[config.mk]
export PLATFORM = sky130hd
export DESIGN_NAME = vid_timing_gen_flat
export DESIGN_NICKNAME = d
export VERILOG_FILES = /design/src/rtl/vid_timing_gen_pkg.sv /design/src/rtl/vid_timing_gen_if.sv /design/src/rtl/vtg_axis_cnt.sv /design/src/rtl/vid_timing_gen.sv /design/src/flat_wrapper.sv
export SDC_FILE = /design/constraint.sdc
export NUM_CORES = 1
export LEC_CHECK = 0
export ABC_AREA = 1
export ABC_CLOCK_PERIOD_IN_PS = 1600
export CORE_MARGIN = 8
export CORE_UTILIZATION = 45
export DETAILED_ROUTE_END_ITERATION = 16
export HOLD_SLACK_MARGIN = 0.12
export PLACE_DENSITY = 0.79
export SETUP_SLACK_MARGIN = 0.05
export SYNTH_ARGS = -nofsm -noshare
export SYNTH_HDL_FRONTEND = slang
export SYNTH_SLANG_ARGS = --single-unit
[constraint.sdc]
create_clock -name clk -period 1.6 [get_ports clk]
set_clock_uncertainty 0.1 [all_clocks]
set_input_delay 0.24 -clock clk [delete_from_list [all_inputs] [get_ports clk]]
set_output_delay 0.24 -clock clk [all_outputs]
set_load 0.005 [all_outputs]
[src/rtl/vid_timing_gen_pkg.sv]
// vid_pkg: shared types and constants for the video timing generator.
//   rgb_t          - 24-bit packed pixel, r in [23:16], g in [15:8], b in [7:0]
//   region_e       - position of a counter within its line/frame
//   COLORBAR_TABLE - eight test-pattern colours, left to right
//   bar_colour()   - table lookup by bar index
package vid_pkg;

  typedef struct packed {
    logic [7:0] r;
    logic [7:0] g;
    logic [7:0] b;
  } rgb_t;

  typedef enum logic [1:0] {
    REG_ACTIVE,
    REG_FP,
    REG_SYNC,
    REG_BP
  } region_e;

  localparam int unsigned NUM_BARS = 8;

  localparam logic [0:NUM_BARS-1][23:0] COLORBAR_TABLE = '{
    24'hFFFFFF,  // white
    24'hFFFF00,  // yellow
    24'h00FFFF,  // cyan
    24'h00FF00,  // green
    24'hFF00FF,  // magenta
    24'hFF0000,  // red
    24'h0000FF,  // blue
    24'h000000   // black
  };

  function automatic rgb_t bar_colour(input logic [2:0] idx);
    return rgb_t'(COLORBAR_TABLE[idx]);
  endfunction

endpackage

[src/rtl/vid_timing_gen_if.sv]
// vid_timing_gen_if: pixel-request and video-output bundle of vid_timing_gen.
//   req_o/x_o/y_o  - per-pixel request to the upstream source (stage 0)
//   pix_i          - pixel returned by the source one cycle after the request
//   data_o/vde_o/hsync_o/vsync_o/frame_start_o - aligned video stream
// Modports: master = timing generator, slave = source/sink side.
interface vid_timing_gen_if;
  import vid_pkg::*;

  logic        req_o;
  logic [11:0] x_o;
  logic [10:0] y_o;
  rgb_t        pix_i;
  rgb_t        data_o;
  logic        vde_o;
  logic        hsync_o;
  logic        vsync_o;
  logic        frame_start_o;

  modport master (
    output req_o, x_o, y_o, data_o, vde_o, hsync_o, vsync_o, frame_start_o,
    input  pix_i
  );

  modport slave (
    input  req_o, x_o, y_o, data_o, vde_o, hsync_o, vsync_o, frame_start_o,
    output pix_i
  );

endinterface

[src/rtl/vtg_axis_cnt.sv]
// vtg_axis_cnt: one timing axis (horizontal or vertical).
//   clk    - pixel clock
//   rst_n  - synchronous reset, active-low
//   step   - advance the counter this cycle
//   cnt    - current position, 0..TOTAL-1
//   wrap   - high when the counter steps from TOTAL-1 back to 0
//   active - position lies in the active region
//   sync   - position lies in the (active-high) sync region
// Regions are ordered active, front porch, sync, back porch.
module vtg_axis_cnt
  import vid_pkg::*;
#(
  parameter int unsigned TOTAL  = 1650,
  parameter int unsigned ACTIVE = 1280,
  parameter int unsigned FP     = 110,
  parameter int unsigned SYNC   = 40,
  parameter int unsigned W      = 12
) (
  input  logic         clk,
  input  logic         rst_n,
  input  logic         step,
  output logic [W-1:0] cnt,
  output logic         wrap,
  output logic         active,
  output logic         sync
);

  localparam logic [W-1:0] LAST     = W'(TOTAL - 1);
  localparam logic [W-1:0] ACT_END  = W'(ACTIVE);
  localparam logic [W-1:0] FP_END   = W'(ACTIVE + FP);
  localparam logic [W-1:0] SYNC_END = W'(ACTIVE + FP + SYNC);

  logic [W-1:0] r_cnt;
  region_e      w_region;
  logic         w_last;

  assign w_last = (r_cnt == LAST);

  always_ff @(posedge clk) begin
    if (!rst_n) begin
      r_cnt <= '0;
    end else if (step) begin
      r_cnt <= w_last ? '0 : r_cnt + W'(1);
    end
  end

  always_comb begin
    w_region = REG_BP;
    if (r_cnt < ACT_END) begin
      w_region = REG_ACTIVE;
    end else if (r_cnt < FP_END) begin
      w_region = REG_FP;
    end else if (r_cnt < SYNC_END) begin
      w_region = REG_SYNC;
    end
  end

  assign cnt    = r_cnt;
  assign wrap   = step && w_last;
  assign active = (w_region == REG_ACTIVE);
  assign sync   = (w_region == REG_SYNC);

endmodule

[src/rtl/vid_timing_gen.sv]
// vid_timing_gen: video timing source producing a 24-bit RGB stream with
// vde/hsync/vsync/frame_start, plus a per-pixel request to an upstream source.
//   clk   - pixel clock
//   rst_n - synchronous reset, active-low
//   bus   - vid_timing_gen_if.master (req_o, x_o, y_o, pix_i, data_o, vde_o,
//           hsync_o, vsync_o, frame_start_o)
// Pipeline: stage 0 = counters/request, stage 1 = timing registered while the
// source answers, stage 2 = output registers. All outputs lag the counters by 2.
// Build option: define VTG_COLORBAR_EN to replace pix_i with 8 vertical
// colour bars (white..black), each H_ACTIVE/8 wide, last bar takes remainder.
module vid_timing_gen
  import vid_pkg::*;
#(
  parameter int unsigned H_ACTIVE = 1280,
  parameter int unsigned H_FP     = 110,
  parameter int unsigned H_SYNC   = 40,
  parameter int unsigned H_BP     = 220,
  parameter int unsigned V_ACTIVE = 720,
  parameter int unsigned V_FP     = 5,
  parameter int unsigned V_SYNC   = 5,
  parameter int unsigned V_BP     = 20,
  parameter bit          HS_POL   = 1'b1,
  parameter bit          VS_POL   = 1'b1
) (
  input  logic             clk,
  input  logic             rst_n,
  vid_timing_gen_if.master bus
);

  localparam int unsigned H_TOTAL = H_ACTIVE + H_FP + H_SYNC + H_BP;
  localparam int unsigned V_TOTAL = V_ACTIVE + V_FP + V_SYNC + V_BP;
  localparam int unsigned XW      = 12;
  localparam int unsigned YW      = 11;

  logic [XW-1:0] w_h_cnt;
  logic [YW-1:0] w_v_cnt;
  logic          w_h_wrap, w_v_wrap;
  logic          w_h_act, w_v_act;
  logic          w_h_sync, w_v_sync;
  logic          w_vde;

  // Stage 1 / stage 2 registers (timing kept active-high internally)
  logic r_vde_d1, r_hs_d1, r_vs_d1, r_fs_d1;
  logic r_vde, r_hs, r_vs, r_fs;
  rgb_t r_data;

  // Set when the counters sit at (0,0): after reset and after each frame wrap.
  // Replaces a full compare of both counters against zero.
  logic r_fs_pend;

  vtg_axis_cnt #(
    .TOTAL  (H_TOTAL),
    .ACTIVE (H_ACTIVE),
    .FP     (H_FP),
    .SYNC   (H_SYNC),
    .W      (XW)
  ) u_h_cnt (
    .clk    (clk),
    .rst_n  (rst_n),
    .step   (1'b1),
    .cnt    (w_h_cnt),
    .wrap   (w_h_wrap),
    .active (w_h_act),
    .sync   (w_h_sync)
  );

  // v advances only on an h wrap, so vsync edges land on h_cnt == 0
  vtg_axis_cnt #(
    .TOTAL  (V_TOTAL),
    .ACTIVE (V_ACTIVE),
    .FP     (V_FP),
    .SYNC   (V_SYNC),
    .W      (YW)
  ) u_v_cnt (
    .clk    (clk),
    .rst_n  (rst_n),
    .step   (w_h_wrap),
    .cnt    (w_v_cnt),
    .wrap   (w_v_wrap),
    .active (w_v_act),
    .sync   (w_v_sync)
  );

  assign w_vde = w_h_act && w_v_act;

  // Stage 0: request straight from the counter registers
  assign bus.req_o = rst_n && w_vde;
  assign bus.x_o   = w_h_cnt;
  assign bus.y_o   = w_v_cnt;

  always_ff @(posedge clk) begin
    if (!rst_n) begin
      r_fs_pend <= 1'b1;
    end else begin
      r_fs_pend <= w_v_wrap;
    end
  end

  always_ff @(posedge clk) begin
    if (!rst_n) begin
      r_vde_d1 <= 1'b0;
      r_hs_d1  <= 1'b0;
      r_vs_d1  <= 1'b0;
      r_fs_d1  <= 1'b0;
      r_vde    <= 1'b0;
      r_hs     <= 1'b0;
      r_vs     <= 1'b0;
      r_fs     <= 1'b0;
    end else begin
      r_vde_d1 <= w_vde;
      r_hs_d1  <= w_h_sync;
      r_vs_d1  <= w_v_sync;
      r_fs_d1  <= r_fs_pend;
      r_vde    <= r_vde_d1;
      r_hs     <= r_hs_d1;
      r_vs     <= r_vs_d1;
      r_fs     <= r_fs_d1;
    end
  end

`ifdef VTG_COLORBAR_EN
  localparam int unsigned BAR_W = (H_ACTIVE / NUM_BARS > 0) ? H_ACTIVE / NUM_BARS : 1;

  logic [XW-1:0] w_bar_q;
  logic [2:0]    w_bar_idx;
  rgb_t          r_bar_d1;

  // Quotient saturates at the last bar so it absorbs any remainder
  assign w_bar_q   = w_h_cnt / XW'(BAR_W);
  assign w_bar_idx = (w_bar_q > XW'(NUM_BARS - 1)) ? 3'(NUM_BARS - 1) : w_bar_q[2:0];

  always_ff @(posedge clk) begin
    if (!rst_n) begin
      r_bar_d1 <= '0;
      r_data   <= '0;
    end else begin
      r_bar_d1 <= bar_colour(w_bar_idx);
      r_data   <= r_vde_d1 ? r_bar_d1 : '0;
    end
  end
`else
  always_ff @(posedge clk) begin
    if (!rst_n) begin
      r_data <= '0;
    end else begin
      r_data <= r_vde_d1 ? bus.pix_i : '0;
    end
  end
`endif

  assign bus.data_o        = r_data;
  assign bus.vde_o         = r_vde;
  assign bus.frame_start_o = r_fs;
  assign bus.hsync_o       = r_hs ^ ~HS_POL;
  assign bus.vsync_o       = r_vs ^ ~VS_POL;

endmodule

[src/flat_wrapper.sv]
// flat-port wrapper written by rule: the top's interface ports become plain ports
module vid_timing_gen_flat import vid_pkg::*;
#(
  parameter int unsigned H_ACTIVE = 1280,
  parameter int unsigned H_FP     = 110,
  parameter int unsigned H_SYNC   = 40,
  parameter int unsigned H_BP     = 220,
  parameter int unsigned V_ACTIVE = 720,
  parameter int unsigned V_FP     = 5,
  parameter int unsigned V_SYNC   = 5,
  parameter int unsigned V_BP     = 20,
  parameter bit          HS_POL   = 1'b1,
  parameter bit          VS_POL   = 1'b1
)
  (clk, rst_n, bus_req_o, bus_x_o, bus_y_o, bus_data_o, bus_vde_o, bus_hsync_o, bus_vsync_o, bus_frame_start_o, bus_pix_i);
  vid_timing_gen_if bus_i ();
  input  logic clk;
  input  logic rst_n;
  output wire logic [$bits(bus_i.req_o)-1:0] bus_req_o;
  output wire logic [$bits(bus_i.x_o)-1:0] bus_x_o;
  output wire logic [$bits(bus_i.y_o)-1:0] bus_y_o;
  output wire logic [$bits(bus_i.data_o)-1:0] bus_data_o;
  output wire logic [$bits(bus_i.vde_o)-1:0] bus_vde_o;
  output wire logic [$bits(bus_i.hsync_o)-1:0] bus_hsync_o;
  output wire logic [$bits(bus_i.vsync_o)-1:0] bus_vsync_o;
  output wire logic [$bits(bus_i.frame_start_o)-1:0] bus_frame_start_o;
  input wire logic [$bits(bus_i.pix_i)-1:0] bus_pix_i;
  assign bus_req_o = bus_i.req_o;
  assign bus_x_o = bus_i.x_o;
  assign bus_y_o = bus_i.y_o;
  assign bus_data_o = bus_i.data_o;
  assign bus_vde_o = bus_i.vde_o;
  assign bus_hsync_o = bus_i.hsync_o;
  assign bus_vsync_o = bus_i.vsync_o;
  assign bus_frame_start_o = bus_i.frame_start_o;
  assign bus_i.pix_i = bus_pix_i;
  vid_timing_gen #(.H_ACTIVE(H_ACTIVE), .H_FP(H_FP), .H_SYNC(H_SYNC), .H_BP(H_BP), .V_ACTIVE(V_ACTIVE), .V_FP(V_FP), .V_SYNC(V_SYNC), .V_BP(V_BP), .HS_POL(HS_POL), .VS_POL(VS_POL)) u_core (.clk(clk), .rst_n(rst_n), .bus(bus_i));
endmodule
==> results.tsv <==
metric	value	unit
status	finished, violations left	
synth_flop_cell	dfxtp_1	
portBuffers	77	
ios	78	
drcViolationCount	0	
cts.sinks	56	
rr_worst_depth	8	
cts-buffers-inserted	5	
hold_start	u_core.r_fs_d1	
final_common_cell	nor2_1	
vdd_drop_max	0.000487	V
synthesis.area	0.00232	mm²
placed_area	0.00342	mm²
leakagePower	1.80	nW
synth-seq-cells	56	
slew_headroom	80.7	%
grt_pass1_vias	2311	
powerDensity	663	mW/mm²
cts.clk_slew.worst_paths	0.11	ns
overflow	0	
final.period_utilization	103	%
synth.distinct_cells	29	
wirelength	6.98	mm
root_buffer	clkbuf_8	
r2r_slack	0.12	ns
antenna_cells	0	
max_freq	605	MHz
track_usage	17.5	%
final_net_count	474	
die-width	87.9	µm
antenna_left	0	
min_path_cells	2	
die_h	87.9	µm
required	1.26	ns
num_rows	26	
cts.path.max_buffers	2	
regArea	0.00116	mm²
antenna_found_initial	0	
worstReg2RegEnd	u_core.u_h_cnt.cnt[5]	
synth.yosys.seq_area_share	48.2	%
cts_tree	built	
whs_endpoint	u_core.bus.frame_start_o	
crit_arrival	1.31	ns
synth_edf_count	0	
synth_nets	349	
fin_area	0.00380	mm²
initial_utilization	46.1	%
drt_iter0_drc	162	
vias_per_cell	4.77	
holdBufCountCts	0	
dp_hpwl	5.11	mm
h-tree-depth	2	
grt_start_max_net_pins	26	
drv_slew	0	
die_area	0.00772	mm²
path_class	flip-flop to output pin	
synth_cells	319	
dp_cells	494	
violations	negative setup slack	
end_kind	output pin	
final_cells	515	
setup_viol	1	
num-fill-cells	386	
design.core.area	0.00504	mm²
yosys_warnings	0	
routedWlPerCell	13.6	µm
drive_gt1_share	24.5	%
startpoint_type	flip-flop	
rsz0062_at_grt	yes	
hold_class	flip-flop to flip-flop	
layout_common_cells	nor2_1, clkdlybuf4s50_1, inv_1	
via_count	2456	
avgSynthCellArea	7.29	µm²
timing.max_cap.violations	0	
syn_to_final_growth	63.5	%
fin_ws	-0.0524	ns
synth-async-reset-ratio	0	%
multiInputGateArea	0.00108	mm²
hold_viol	0	
grt_pass1_wl	10.5	mm
rr_startpoint	u_core.u_h_cnt.cnt[0]	
clk_latency	0.32	ns
critPathMaxFanout	3	
dr.pass1.iters	4	
worst_pin_slew	0.287	ns
gp_congestion	0.897	
period_needed	1.65	ns
-- how the worst max path moves through the flow --
stage                                      from               endpoint  slack (ns)  cells past startpoint
final                     u_core.u_v_cnt.cnt[8]              bus_req_o       -0.05                      6
after global routing      u_core.u_v_cnt.cnt[8]              bus_req_o       -0.14                      6
after floorplan           u_core.u_h_cnt.cnt[0]  u_core.u_h_cnt.cnt[8]        0.13                      7
after global placement                    rst_n              bus_req_o       -0.44                      6
after detailed placement                  rst_n              bus_req_o       -0.45                      6
after CTS                                 rst_n              bus_req_o       -0.05                      6
-- cells by family (layout without fill, tap and decap cells) --
logic type | after synthesis | after routing | share of synthesized area, %
flip-flops | 56 | 56 | 48.2
adder cells (fa/ha/maj) | 4 | 4 | 2.15
buffers and inverters | 65 | 191 | 10.9
AND/OR/NAND/NOR | 164 | 164 | 31.2
AO/OA/AOI/OAI | 28 | 28 | 6.78
XOR/XNOR | 2 | 2 | 0.754
-- worst max-delay path: stages, from the launching register on --
cell and delay [ns]:
dfxtp_2 0.35, nand2_2 0.08, nand2_2 0.07, nor2_4 0.11, o211ai_1 0.10, a21oi_1 0.14
buf_2 0.14
-- area by class of cell --
| type | instances | area share [%] |
|---|---|---|
| Tap cell | 70 | 2.30 |
| Clock buffer | 5 | 1.81 |
| Timing Repair Buffer | 122 | 30.1 |
| Inverter | 61 | 6.12 |
| Clock inverter | 3 | 0.592 |
| Sequential cell | 56 | 30.6 |
| Multi-Input combinational cell | 198 | 28.5 |
-- per-layer routing --
| layer | GRT usage [%] | wire length, µm | share of wire [%] |
|---|---|---|---|
| met1 | 19.0 | 2700 | 39 |
| met2 | 31.8 | 3820 | 55 |
| met3 | 4.32 | 366 | 5.2 |
| met4 | 6.09 | 98 | 1.4 |
| met5 | 0 | 0 | 0 |
-- power by group --
| part | switching (W) | total (W) | leakage (nW) | internal (W) |
|---|---|---|---|---|
| Clock | 0.000503 | 0.000819 | 0.0485 | 0.000315 |
| Sequential | 0.0000132 | 0.00143 | 0.468 | 0.00142 |
| Combinational | 0.000105 | 0.000270 | 1.28 | 0.000164 |
-- through the flow --
step	setup TNS [ns]	total power [W]	util (%)	setup WS (ns)	hold slack, ns
after floorplan	0	0.00155	-	0.134	0.252
after global placement	-0.440	0.00171	67.9	-0.440	0.296
after detailed placement	-0.452	0.00172	67.9	-0.452	0.303
after CTS	-0.0499	0.00250	71.6	-0.0499	0.325
after global routing	-0.145	0.00261	75.4	-0.145	0.329
final	-0.0524	0.00252	75.4	-0.0524	0.323
-- cell usage after synthesis, drive strengths merged, types with 2 or more instances --
cell type | number | area, µm²
nor2 | 69 | 272
o21ai | 7 | 35.0
a21oi | 15 | 75.1
nand4 | 8 | 50.1
xor2 | 2 | 17.5
nand2 | 57 | 239
clkbuf | 2 | 7.51
ha | 4 | 50.1
o211ai | 2 | 15.0
dfxtp | 56 | 1120
buf | 2 | 16.3
nor3 | 8 | 50.1
inv | 60 | 225
nand3 | 20 | 100
-- sequential cells by signal, summed over array words and instances, names as in the netlist --
name                      count
u_core.bus.vsync_o            1
u_core.u_v_cnt.cnt           11
u_core.u_h_cnt.cnt           12
u_core.bus.hsync_o            1
u_core.r_fs_pend              1
u_core.r_hs_d1                1
u_core.bus.data_o            24
u_core.bus.vde_o              1
u_core.r_vs_d1                1
u_core.bus.frame_start_o      1
u_core.r_vde_d1               1
u_core.r_fs_d1                1
-- timing repair --
action,in CTS,in global routing
endpoints found under the setup margin,24,30
endpoints found under the hold margin,0,0
gates cloned,0,1
resized for setup,47,41
buffers inserted,9,4
pin swaps,2,16
Note: power is estimated with default switching activity, not from simulation.
